File: config.mk
export PLATFORM = sky130hd
export DESIGN_NAME = int_adder_pipe_flat
export DESIGN_NICKNAME = d
export VERILOG_FILES = /design/src/rtl/int_adder_pipe_if.sv /design/src/rtl/int_adder_pipe.sv /design/src/flat_wrapper.sv
export SDC_FILE = /design/constraint.sdc
export NUM_CORES = 1
export LEC_CHECK = 0
export CORE_ASPECT_RATIO = 0.5
export CORE_UTILIZATION = 45
export DETAILED_ROUTE_END_ITERATION = 6
export DONT_BUFFER_PORTS = 1
export GPL_ROUTABILITY_DRIVEN = 0
export HOLD_SLACK_MARGIN = 0.1
export SYNTH_ARGS = -nofsm -noshare
export SYNTH_HDL_FRONTEND = slang
export SYNTH_SLANG_ARGS = --single-unit
File: constraint.sdc
create_clock -name clk -period 3.2 [get_ports clk]
set_input_delay 0.32 -clock clk [delete_from_list [all_inputs] [get_ports clk]]
set_output_delay 0.32 -clock clk [all_outputs]
set_load 0.02 [all_outputs]
File: src/rtl/int_adder_pipe_if.sv
// Issue-side and writeback-side handshake bundle for the pipelined integer adder.
// The issue/writeback logic takes master; the adder itself takes slave.
interface int_adder_pipe_if #(
   parameter int DATA_WIDTH = 32,
   parameter int IMM_WIDTH  = 12,
   parameter int TAG_WIDTH  = 5
);
   logic                  flush;
   logic                  in_valid;
   logic                  in_ready;
   logic [2:0]            op;
   logic [DATA_WIDTH-1:0] src1;
   logic [DATA_WIDTH-1:0] src2;
   logic [IMM_WIDTH-1:0]  imm;
   logic [TAG_WIDTH-1:0]  tag_in;
   logic                  out_valid;
   logic                  out_ready;
   logic [DATA_WIDTH-1:0] result;
   logic [TAG_WIDTH-1:0]  tag_out;
   logic                  flag_zero;
   logic                  flag_carry;
   logic                  flag_ovf;
   logic                  illegal;

   modport master (
      output flush, in_valid, op, src1, src2, imm, tag_in, out_ready,
      input  in_ready, out_valid, result, tag_out, flag_zero, flag_carry, flag_ovf, illegal
   );

   modport slave (
      input  flush, in_valid, op, src1, src2, imm, tag_in, out_ready,
      output in_ready, out_valid, result, tag_out, flag_zero, flag_carry, flag_ovf, illegal
   );
endinterface

File: src/rtl/int_adder_pipe.sv
// Pipelined integer add/sub/set-less-than unit with tag, flags, back-pressure and flush.
// All arithmetic happens before stage 1; later stages only carry the packaged result.
module int_adder_pipe #(
   parameter int DATA_WIDTH = 32,
   parameter int IMM_WIDTH  = 12,
   parameter int STAGES     = 2,
   parameter int TAG_WIDTH  = 5
) (
   input logic             clk,
   input logic             reset,
   int_adder_pipe_if.slave bus
);
   typedef enum logic [2:0] {
      OP_ADD   = 3'b000,
      OP_SUB   = 3'b001,
      OP_ADDI  = 3'b010,
      OP_SLT   = 3'b011,
      OP_SLTU  = 3'b100,
      OP_SLTI  = 3'b101,
      OP_SLTIU = 3'b110,
      OP_RSVD  = 3'b111
   } op_e;

   typedef struct packed {
      logic [DATA_WIDTH-1:0] result;
      logic [TAG_WIDTH-1:0]  tag;
      logic                  zero;
      logic                  carry;
      logic                  ovf;
      logic                  illegal;
   } stage_t;

   op_e                   op;
   logic [DATA_WIDTH-1:0] imm_ext;
   logic [DATA_WIDTH-1:0] operand_b;
   logic                  carry_in;
   logic [DATA_WIDTH:0]   sum;
   logic                  ovf;
   stage_t                computed;

   logic [STAGES-1:0]     valid_q;
   logic [STAGES-1:0]     slot_open;
   stage_t                pipe_q [STAGES];

   assign op      = op_e'(bus.op);
   assign imm_ext = {{(DATA_WIDTH-IMM_WIDTH){bus.imm[IMM_WIDTH-1]}}, bus.imm};

   // Subtract and compare share the adder by inverting B and injecting a carry.
   always_comb begin
      operand_b = bus.src2;
      carry_in  = 1'b0;
      case (op)
         OP_ADD: operand_b = bus.src2;
         OP_SUB, OP_SLT, OP_SLTU: begin
            operand_b = ~bus.src2;
            carry_in  = 1'b1;
         end
         OP_ADDI: operand_b = imm_ext;
         OP_SLTI, OP_SLTIU: begin
            operand_b = ~imm_ext;
            carry_in  = 1'b1;
         end
         default: operand_b = '0;
      endcase
   end

   assign sum = {1'b0, bus.src1} + {1'b0, operand_b} + {{DATA_WIDTH{1'b0}}, carry_in};
   assign ovf = (bus.src1[DATA_WIDTH-1] == operand_b[DATA_WIDTH-1])
              & (sum[DATA_WIDTH-1] != bus.src1[DATA_WIDTH-1]);

   always_comb begin
      computed         = '0;
      computed.tag     = bus.tag_in;
      computed.carry   = sum[DATA_WIDTH];
      computed.ovf     = ovf;
      computed.illegal = 1'b0;
      case (op)
         OP_SLT, OP_SLTI:   computed.result = {{(DATA_WIDTH-1){1'b0}}, sum[DATA_WIDTH-1] ^ ovf};
         OP_SLTU, OP_SLTIU: computed.result = {{(DATA_WIDTH-1){1'b0}}, ~sum[DATA_WIDTH]};
         OP_RSVD: begin
            computed.result  = '0;
            computed.carry   = 1'b0;
            computed.ovf     = 1'b0;
            computed.illegal = 1'b1;
         end
         default: computed.result = sum[DATA_WIDTH-1:0];
      endcase
      computed.zero = !computed.illegal && (computed.result == '0);
   end

   // A stage can take new contents if the output drains or any stage from it onward is empty;
   // evaluated in closed form so there is no ripple chain through the stages.
   always_comb begin
      slot_open = '0;
      for (int i = 0; i < STAGES; i++) begin
         slot_open[i] = bus.out_ready | (|(~valid_q >> i));
      end
   end

   assign bus.in_ready = !bus.flush & slot_open[0];

   always_ff @(posedge clk or negedge reset) begin
      if (!reset) begin
         valid_q <= '0;
         for (int i = 0; i < STAGES; i++) begin
            pipe_q[i] <= '0;
         end
      end else if (bus.flush) begin
         valid_q <= '0;
      end else begin
         if (slot_open[0]) begin
            valid_q[0] <= bus.in_valid;
            if (bus.in_valid) begin
               pipe_q[0] <= computed;
            end
         end
         for (int i = 1; i < STAGES; i++) begin
            if (slot_open[i]) begin
               valid_q[i] <= valid_q[i-1];
               if (valid_q[i-1]) begin
                  pipe_q[i] <= pipe_q[i-1];
               end
            end
         end
      end
   end

   assign bus.out_valid  = valid_q[STAGES-1];
   assign bus.result     = pipe_q[STAGES-1].result;
   assign bus.tag_out    = pipe_q[STAGES-1].tag;
   assign bus.flag_zero  = pipe_q[STAGES-1].zero;
   assign bus.flag_carry = pipe_q[STAGES-1].carry;
   assign bus.flag_ovf   = pipe_q[STAGES-1].ovf;
   assign bus.illegal    = pipe_q[STAGES-1].illegal;
endmodule

File: src/flat_wrapper.sv
// flat-port wrapper written by rule: the top's interface ports become plain ports
module int_adder_pipe_flat 
#(
   parameter int DATA_WIDTH = 32,
   parameter int IMM_WIDTH  = 12,
   parameter int STAGES     = 2,
   parameter int TAG_WIDTH  = 5
)
  (clk, reset, bus_flush, bus_in_valid, bus_op, bus_src1, bus_src2, bus_imm, bus_tag_in, bus_out_ready, bus_in_ready, bus_out_valid, bus_result, bus_tag_out, bus_flag_zero, bus_flag_carry, bus_flag_ovf, bus_illegal);
  int_adder_pipe_if #(.DATA_WIDTH(DATA_WIDTH), .IMM_WIDTH(IMM_WIDTH), .TAG_WIDTH(TAG_WIDTH)) bus_i ();
  input logic clk;
  input logic reset;
  input wire logic [$bits(bus_i.flush)-1:0] bus_flush;
  input wire logic [$bits(bus_i.in_valid)-1:0] bus_in_valid;
  input wire logic [$bits(bus_i.op)-1:0] bus_op;
  input wire logic [$bits(bus_i.src1)-1:0] bus_src1;
  input wire logic [$bits(bus_i.src2)-1:0] bus_src2;
  input wire logic [$bits(bus_i.imm)-1:0] bus_imm;
  input wire logic [$bits(bus_i.tag_in)-1:0] bus_tag_in;
  input wire logic [$bits(bus_i.out_ready)-1:0] bus_out_ready;
  output wire logic [$bits(bus_i.in_ready)-1:0] bus_in_ready;
  output wire logic [$bits(bus_i.out_valid)-1:0] bus_out_valid;
  output wire logic [$bits(bus_i.result)-1:0] bus_result;
  output wire logic [$bits(bus_i.tag_out)-1:0] bus_tag_out;
  output wire logic [$bits(bus_i.flag_zero)-1:0] bus_flag_zero;
  output wire logic [$bits(bus_i.flag_carry)-1:0] bus_flag_carry;
  output wire logic [$bits(bus_i.flag_ovf)-1:0] bus_flag_ovf;
  output wire logic [$bits(bus_i.illegal)-1:0] bus_illegal;
  assign bus_i.flush = bus_flush;
  assign bus_i.in_valid = bus_in_valid;
  assign bus_i.op = bus_op;
  assign bus_i.src1 = bus_src1;
  assign bus_i.src2 = bus_src2;
  assign bus_i.imm = bus_imm;
  assign bus_i.tag_in = bus_tag_in;
  assign bus_i.out_ready = bus_out_ready;
  assign bus_in_ready = bus_i.in_ready;
  assign bus_out_valid = bus_i.out_valid;
  assign bus_result = bus_i.result;
  assign bus_tag_out = bus_i.tag_out;
  assign bus_flag_zero = bus_i.flag_zero;
  assign bus_flag_carry = bus_i.flag_carry;
  assign bus_flag_ovf = bus_i.flag_ovf;
  assign bus_illegal = bus_i.illegal;
  int_adder_pipe #(.DATA_WIDTH(DATA_WIDTH), .IMM_WIDTH(IMM_WIDTH), .STAGES(STAGES), .TAG_WIDTH(TAG_WIDTH)) u_core (.clk(clk), .reset(reset), .bus(bus_i));
endmodule
==> results of run 1 <==
## flip-flops by register name, summed over array words and instances (netlist names)
name / flops
u_core.bus.flag_carry: 1
u_core.bus.result: 32
u_core.pipe_q: 41
u_core.bus.flag_ovf: 1
u_core.bus.tag_out: 5
u_core.valid_q: 2
u_core.bus.flag_zero: 1
u_core.bus.illegal: 1
## final timing paths
check | endpoint | cells after the start | slack, ns | start
max in group asynchronous | u_core.pipe_q[42]$_DFFE_PN0P_ | 2 | 2.33 | reset
setup / recovery | u_core.pipe_q[44]$_DFFE_PN0P_ | 15 | -0.33 | bus_op[1]
hold reg to reg | u_core.pipe_q[72]$_DFFE_PN0P_ | 2 | 0.47 | u_core.pipe_q[72]$_DFFE_PN0P_
min in group asynchronous | u_core.bus.result[3]$_DFFE_PN0P_ | 2 | 0.56 | reset
hold / removal | u_core.valid_q[0]$_DFFE_PN0P_ | 2 | 0.12 | bus_in_valid
setup reg to reg | u_core.pipe_q[44]$_DFFE_PN0P_ | 9 | 0.33 | u_core.valid_q[1]$_DFFE_PN0P_
## worst register-to-register path: stages (launching register included)
cell      delay [ns]
dfrtp_1         0.45
nor2b_4         0.17
a21oi_2         0.19
nand3_1         0.24
or4_1           0.58
or4_4           0.45
nor4b_4         0.23
o21ai_1         0.09
nand4b_4        0.17
o41ai_2         0.21
## logic make-up after synthesis
kind of cell | share of synthesized area [%]
AO/OA/AOI/OAI | 23.1
flip-flops | 32.6
multiplexers | 10.1
XOR/XNOR | 8.54
adder cells (fa/ha/maj) | 6.64
buffers and inverters | 8.03
AND/OR/NAND/NOR | 11.0
## area by class of cell
class	count	area [um^2]	share of cell area, %
tap	192	240	3.07
inverter	11	41.3	0.529
timing repair buffer	130	1050	13.5
sequential	84	2100	26.9
multi-input combinational	513	4060	52.0
clock inverter	6	88.8	1.14
clock buffer	10	229	2.93
## cell usage in the layout, fill, tap and decap left out, drive strengths merged, types with 3 or more instances in the layout
cell    Yosys  layout
clkbuf     33      11
a21oi      31      31
and3        4       4
a211oi      3       3
nor3        3       3
o21a       10      10
o31ai       4       4
mux2       47      47
a22o       14      14
nand3       8       8
nand2b      5       5
ha         31      31
a31o        5       5
o21ai      45      45
a21o       20      20
buf        48     127
xnor2      38      38
nand2      54      54
xor2       24      24
nor2b       6       6
o22ai      13      13
o211ai     22      22
o31a       21      21
nor2       44      44
a31oi       6       6
nand4      10      10
mux2i      12      12
inv        11      11
dfrtp      84      84
o21bai      3       3
## routing by layer
metal  wire [um]  track usage, %  part of all wire [%]
met1        8900            34.8                    52
met2        6540            32.8                    38
met3        1490            6.67                   8.7
met4         142            5.76                  0.83
met5           0               0                     0
## per-stage QoR
step | cells | TNS [ns] | hold slack (ns)
CTS | 941 | -0.260 | 0.112
global placement | 921 | -1.82 | 0.0275
finish | 946 | -0.533 | 0.123
detailed placement | 921 | -2.05 | 0.0284
global route | 946 | -0.808 | 0.110
floorplan | 689 | -1.28 | 0.0244
## report_power, final
part           internal (mW)  switching, mW  leakage [nW]
clock network          0.683          0.406         0.149
registers               1.29          0.329          1.10
logic                  0.867          0.744          2.28
total                   2.84           1.48          3.53
## repair_timing
item,4_1_cts,5_1_grt
endpoints found under the setup margin,2,5
hold buffers,3,0
hold endpoints to repair,86,0
pin swaps,6,18
gates resized for setup,2,35
buffers inserted,1,4
gates cloned,0,1
## cells in the mapped netlist (11+ instances only)
library cell   n
buf_4         37
o211ai_1      22
xor2_1        24
mux2i_1       11
nor2_1        44
a21o_1        18
clkbuf_1      32
inv_1         11
a22o_1        14
xnor2_1       37
o21ai_0       35
o31a_1        21
ha_1          31
mux2_2        47
a21oi_1       30
o22ai_1       13
nand2_1       53
dfrtp_1       84
==> flow_summary.toml, run 1 <==
[run_status]
outcome = "finished with violations"
violations = "negative setup slack"

[timing]
fin_skew_ns = 0.00429
worst_pin_slew_ns = 0.975
slew_violations = 0
period_share_pct = 110
setup_viol = 2
clock.fmax_mhz = 283
rsz0062_at_grt = "yes"
hold_violations = 0
slew_headroom_pct = 34.8
setup_slack_ns = -0.332
fin_crit_ns = 3.53

[power]
worst_ir_drop_vdd_mv = 0.261
p_per_area_nw_per_um2 = 553
p_leak_nw = 3.53
finalPower_mw = 4.32

[global_routing]
overflow = 0
grt_max_degree = 85
grt_pass1_wl_um = 26800
grt_pass1_vias = 5141
grt_usage_pct = 23.4
antenna_found_initial = 0

[route]
drc_errors = 0
routedWlPerCell_um = 18.1
drt_iter0_drc = 281
vias = 5270
via_per_inst = 5.57
drt_first_pass_iters = 4
wirelength_um = 17100
ant_nets = 0

[finish]
drive_gt1_share_pct = 32.8
final_cell_area_um2 = 7810
nFillCells = 1276
n_antenna_cell = 0
postLayoutCoreUtil_pct = 56.7
syn_to_final_growth_pct = 21.2
fin_nets = 871

[synthesis]
synth_flop_cell = "dfrtp_1"
async_flop_share_pct = 100
syn_nets = 811
synth.distinct_cells = 69
ys_seq_area_share_pct = 32.6
synth_top_area_share_pct = 32.6
syn_inst = 689
synth_edf_count = 0
synth_area_um2 = 6450
synth_seq_cells = 84
syn_area_per_cell_um2 = 9.36
synth_top_cell_by_area = "dfrtp_1"
synth.area.top_cells = "dfrtp_1, mux2_2, ha_1"
ys_warn_count = 0

[setup_path]
cp-start-kind = "primary input"
required_ns = 3.43
crit_slowest_cell = "or4_1"
cp.arrival_ns = 3.76
crit_fanout = 39
path_cells = "mux2i_2, xor2_1, o21ai_2, fa_2, inv_2, fa_2, xor2_2, o311ai_2, a21o_1, or4_1, or4_4, nor4b_4, o21ai_1, nand4b_4, o41ai_2"
cp_common_cell = "fa_2"
crit_family = "simple AND/OR/NAND/NOR gates"
cpPeakStageDelay_ns = 0.49
crit_buf_inv = 1
critical_path_class = "primary input to register"
worstSetupEndpointType = "register"

[cts]
htreeDepth = 3
clock_latency_ns = 0.33
numCtsBuffers = 9
tritoncts = "yes"
path_clk_slew_ns = 0.06
cts_sinks = 84
ctsLongestPathBuffers = 2
root_buffer = "clkbuf_16"

[floorplan]
dieArea_um2 = 14800
rows = 30
die_h_um = 86.6
die_w_um = 171
core_um2 = 13800
initial_core_util_pct = 46.8
num_io_pins = 132

[placement]
numPortBuffers = 0
hpwl_um = 13100
post_dp_cell_area_um2 = 7200
dpl_worst_slack_ns = -0.660

[run]
maxCapViolCount = 0

[hold_path]
min_path_type = "primary input to register"
Power figures use the tool's default switching activity.
==> run 2: changes to the inputs <==
Settings changed: CORE_UTILIZATION 45 to 55, CTS_CLUSTER_SIZE set to 40, PLACE_DENSITY set to 0.7.
Clock period 3.2 ns to 3.7 ns, I/O delays scaled along.
==> run 2 against run 1 <==
The flow now finishes without violations; combinational power is 30% lower; utilization up 5.7 points; clock skew is 0.0039 ns higher; routed wire length is 7.9% lower; highest routed layer unchanged; register-to-register slack improved by 0.31 ns; final area fell by 10%; via count fell by 4.1%.
==> flow_summary.toml, run 2 (synthesized netlist as in run 1, its figures left out) <==
[run_status]
outcome = "complete, no violations"

[global_routing]
overflow = 0
grt_max_degree = 85
grt_pass1_vias = 4854
grt_pass1_wl_um = 25300
antenna_found_initial = 0
grt_usage_pct = 26.6

[route]
drt_iter0_drc = 438
vias = 5055
ant_nets = 0
via_per_inst = 6.03
routedWlPerCell_um = 18.8
wirelength_um = 15700
drt_first_pass_iters = 5
drc_errors = 0

[power]
p_leak_nw = 3.15
p_comb_share_pct = 32.6
clkPwrFrac_pct = 27.3
seqPwrFrac_pct = 40.2
p_per_area_nw_per_um2 = 497
sw_frac_of_total_pct = 34.4
switching_power_mw = 1.20
worst_ir_drop_vdd_mv = 0.271
p_int_mw = 2.28

[finish]
instances_no_fill = 838
syn_to_final_growth_pct = 8.56
nFillCells = 977
drive_gt1_share_pct = 21.1
postLayoutCoreUtil_pct = 62.4
final_common_cell = "dfrtp_1"
fin_nets = 796
n_antenna_cell = 0
largest_register_ffs = 41
regMostFlops = "u_core.pipe_q"
layout_common_cells = "dfrtp_1, nand2_1, buf_4, mux2_2, nor2_1"

[floorplan]
die_h_um = 78.6
num_io_pins = 132
dieArea_um2 = 12200
die_w_um = 155
core_um2 = 11200
rows = 27
initial_core_util_pct = 57.5

[hold_path]
min_path_type = "primary input to register"
hold_depth = 2

[cts]
cts_setup_buffers = 0
root_buffer = "clkbuf_16"
clock_latency_ns = 0.33
ctsLongestPathBuffers = 2
numCtsBuffers = 9
tritoncts = "yes"
htreeDepth = 3
cts_sinks = 84
path_clk_slew_ns = 0.06

[setup_path]
worstSetupEndpointType = "register"
required_ns = 3.92
critical_path_class = "primary input to register"
cp.arrival_ns = 3.78
cp-start-kind = "primary input"
crit_fanout = 39
r2r_setup_slack_ns = 0.64
r2r_cells = 10

[timing]
slew_violations = 0
fin_skew_ns = 0.00820
slew_headroom_pct = 28.3
period_share_pct = 96.0
hold_violations = 0
timing.hold.ws_ns = 0.176
worst_pin_slew_ns = 1.08
setup_viol = 0
clock.fmax_mhz = 281
rsz0062_at_grt = "no"
fin_crit_ns = 3.55

[run]
maxCapViolCount = 0

[placement]
dp.cells = 819
numPortBuffers = 0
hpwl_um = 12000
-- run 2: cell count changes in the layout (fill, tap and decap cells not counted), moves of 3 or more --
cell,delta
o22ai_1,+4
ha_1,+4
ha_4,-4
a21oi_1,+5
o22ai_2,-3
o21ai_2,-3
a21oi_2,-5
o21ai_0,+3
buf_4,-72
-- run 2: what timing repair did --
item | CTS | global route
gates resized for setup | 0 | 3
hold buffers | 3 | 0
endpoints found under the hold margin | 86 | 0
endpoints found under the setup margin | 0 | 1
-- run 2: cell type report --
type / instances / area (um^2) / area share, %
repair buffers: 55 / 463 / 6.61
clock inverters: 4 / 72.6 / 1.04
clock buffers: 12 / 246 / 3.52
multi-input cells: 513 / 3870 / 55.4
well taps: 159 / 199 / 2.84
flip-flops and latches: 84 / 2100 / 30.0
inverters: 11 / 41.3 / 0.590
-- run 2: critical path, stage by stage --
cell and delay, ns:
mux2i_1 0.20, xor2_1 0.10, o21ai_2 0.21, fa_2 0.25
inv_1 0.05, fa_2 0.37, xor2_2 0.20, o311ai_1 0.12
a21o_1 0.16, or4_1 0.47, or4_1 0.42, nor4b_2 0.28
o21ai_1 0.10, nand4b_4 0.17, o41ai_2 0.28
-- run 2: power groups by stage --
stage | clock, mW | combinational (mW) | sequential [mW]
6_report | 0.948 | 1.13 | 1.40
5_1_grt | 1.01 | 1.25 | 1.43
4_1_cts | 0.963 | 1.12 | 1.40
3_5_place_dp | 0 | 1.09 | 1.42
3_3_place_gp | 0 | 1.06 | 1.41
2_1_floorplan | 0 | 1.12 | 1.21
-- run 2: final timing paths --
path,startpoint,to
worst max-delay path,bus_op[1],u_core.pipe_q[44]$_DFFE_PN0P_
worst min register to register,u_core.pipe_q[81]$_DFFE_PN0P_,u_core.pipe_q[81]$_DFFE_PN0P_
worst max register to register,u_core.valid_q[1]$_DFFE_PN0P_,u_core.pipe_q[44]$_DFFE_PN0P_
worst min-delay path,bus_in_valid,u_core.valid_q[0]$_DFFE_PN0P_
max in group asynchronous,reset,u_core.pipe_q[53]$_DFFE_PN0P_
min in group asynchronous,reset,u_core.bus.result[1]$_DFFE_PN0P_
-- run 2: routing by layer --
layer	up-vias	part of all wire (%)	track usage, %
met1	2423	50	39.1
met2	178	39	37.4
met5	-	0	0
met4	0	0.50	4.65
met3	10	10	8.89
li1	2444	-	-
-- run 2: per-stage QoR --
stage | area [um^2] | power (mW) | worst slack [ns] | TNS, ns
after floorplan | 6540 | 2.33 | -0.208 | -0.236
after global placement | 6610 | 2.47 | -0.114 | -0.114
after detailed placement | 6610 | 2.51 | -0.245 | -0.310
after CTS | 6980 | 3.48 | 0.0978 | 0
after global routing | 7000 | 3.68 | 0.0221 | 0
final | 7000 | 3.48 | 0.147 | 0
==> run 3: changes to the inputs <==
==> constraint.sdc (replaced) <==
create_clock -name clk -period 3.7 [get_ports clk]
set_input_delay 0.185 -clock clk [delete_from_list [all_inputs] [get_ports clk]]
set_output_delay 0.185 -clock clk [all_outputs]
set_load 0.02 [all_outputs]
==> run 3 against run 2 <==
Sequential share of layout area is 0.36 points higher; count of clock-buffer cells in the layout is 2 lower; die area stayed put; global-route usage is 0.19 points higher; routed wire length is 0.83% higher; register-to-register slack better by 0.03 ns; fmax is 2.4% higher; clock power is 7% higher; first-iteration DRC count is 3.9% lower; worst setup slack better by 0.084 ns; total power is 0.30% higher; critical path depth stayed put; largest power group unchanged.
==> flow_summary.toml, run 3 (synthesized netlist as in run 1, its figures left out) <==
[cts]
tritoncts = "yes"
path_clk_slew_ns = 0.05
cts_sinks = 84
numCtsBuffers = 9
root_buffer = "clkbuf_16"
htreeDepth = 3
clock_latency_ns = 0.33
cts_setup_buffers = 0
ctsLongestPathBuffers = 2

[floorplan]
die_h_um = 78.6
die_w_um = 155
rows = 27
num_io_pins = 132
dieArea_um2 = 12200
initial_core_util_pct = 57.5
core_um2 = 11200

[finish]
instances_no_fill = 828
final_cell_area_um2 = 6920
drive_gt1_share_pct = 18.2
layout_common_cells = "dfrtp_1, nand2_1, mux2_2, nor2_1, xnor2_1"
final_common_cell = "dfrtp_1"
n_antenna_cell = 0
largest_register_ffs = 41
nFillCells = 963
postLayoutCoreUtil_pct = 61.7
fin_nets = 787
syn_to_final_growth_pct = 7.28
regMostFlops = "u_core.pipe_q"

[setup_path]
cp.arrival_ns = 3.70
cpPeakStageDelay_ns = 0.43
crit_slowest_cell = "a2111oi_2"
worstSetupEndpointType = "register"
path_cells = "xor2_1, and2_1, buf_4, o31a_1, ha_1, a21o_1, a21oi_1, o21bai_1, a21o_1, a2111oi_2, a21oi_1, buf_4, xnor2_1, a41oi_1, o41ai_2"
cp-start-kind = "primary input"
required_ns = 3.93
crit_fanout = 73
critical_path_class = "primary input to register"

[global_routing]
grt_usage_pct = 26.8
grt_max_degree = 85
grt_pass1_vias = 4807
overflow = 0
antenna_found_initial = 0
grt_pass1_wl_um = 25200

[power]
worst_ir_drop_vdd_mv = 0.253
p_leak_nw = 3.09
p_per_area_nw_per_um2 = 504

[placement]
dp.cells = 801
dpl_worst_slack_ns = -0.0728
post_dp_cell_area_um2 = 6430
numPortBuffers = 0
hpwl_um = 12000

[timing]
fin_skew_ns = 0.00677
clock.fmax_mhz = 288
setup_slack_ns = 0.231
hold_violations = 0
worst_pin_slew_ns = 1.10
period_share_pct = 93.7
slew_headroom_pct = 26.5
slew_violations = 0
setup_viol = 0
fin_crit_ns = 3.47
tns_ns = 0

[route]
drc_errors = 0
via_per_inst = 6.02
routedWlPerCell_um = 19.1
vias = 4986
drt_iter0_drc = 421
drt_first_pass_iters = 5
wirelength_um = 15900
ant_nets = 0

[run_status]
outcome = "complete, no violations"

[hold_path]
min_path_type = "primary input to register"

[run]
maxCapViolCount = 0
run 3: area by class of cell:
class	count	area [um^2]	area share [%]
multi-input combinational	513	3840	55.6
inverter	11	41.3	0.597
tap	159	199	2.88
clock buffer	10	239	3.46
timing repair buffer	46	393	5.68
clock inverter	5	100	1.45
sequential	84	2100	30.4
run 3: power breakdown:
| group | total (mW) | switching, mW | internal, mW |
|---|---|---|---|
| clock | 1.01 | 0.335 | 0.671 |
| combinational | 1.08 | 0.565 | 0.515 |
| sequential | 1.40 | 0.285 | 1.11 |
run 3: layer usage:
metal / track usage (%) / wire (um) / vias up
met5: 0 / 0 / -
met3: 8.67 / 1580 / 12
li1: - / - / 2432
met4: 6.53 / 161 / 0
met1: 39.7 / 7960 / 2359
met2: 36.8 / 6150 / 183
run 3: timing repair:
action	in CTS	in global routing
endpoints found under the hold margin	92	0
resized for setup	0	2
hold buffers	12	0
setup endpoints to repair	0	1
run 3: critical path, delay by kind of cell:
kind,cells,cell delay (ns)
AOI/OAI and AO/OA,9,2.13
adders and majority gates,1,0.20
and+or+nand+nor,1,0.31
xor gates and xnor gates,2,0.43
buffers and inverters,2,0.42
run 3: final timing paths:
kind                                               start                          endpoint  slack, ns  cells after the start
setup / recovery                               bus_op[2]     u_core.pipe_q[44]$_DFFE_PN0P_       0.23                     15
min in group asynchronous                          reset  u_core.bus.result[6]$_DFFE_PN0P_       0.43                      2
max in group asynchronous                          reset     u_core.pipe_q[71]$_DFFE_PN0P_       2.96                      2
hold reg to reg            u_core.pipe_q[55]$_DFFE_PN0P_     u_core.pipe_q[55]$_DFFE_PN0P_       0.48                      2
hold / removal                              bus_in_valid     u_core.pipe_q[42]$_DFFE_PN0P_       0.15                      2
setup reg to reg           u_core.valid_q[1]$_DFFE_PN0P_     u_core.pipe_q[44]$_DFFE_PN0P_       0.67                     10
run 3: metrics by stage:
| step | power, mW | hold slack, ns |
|---|---|---|
| final | 3.49 | 0.150 |
| after global routing | 3.68 | 0.144 |
| after CTS | 3.49 | 0.138 |
| after detailed placement | 2.45 | -0.109 |
| after global placement | 2.42 | -0.108 |
| after floorplan | 2.32 | -0.111 |
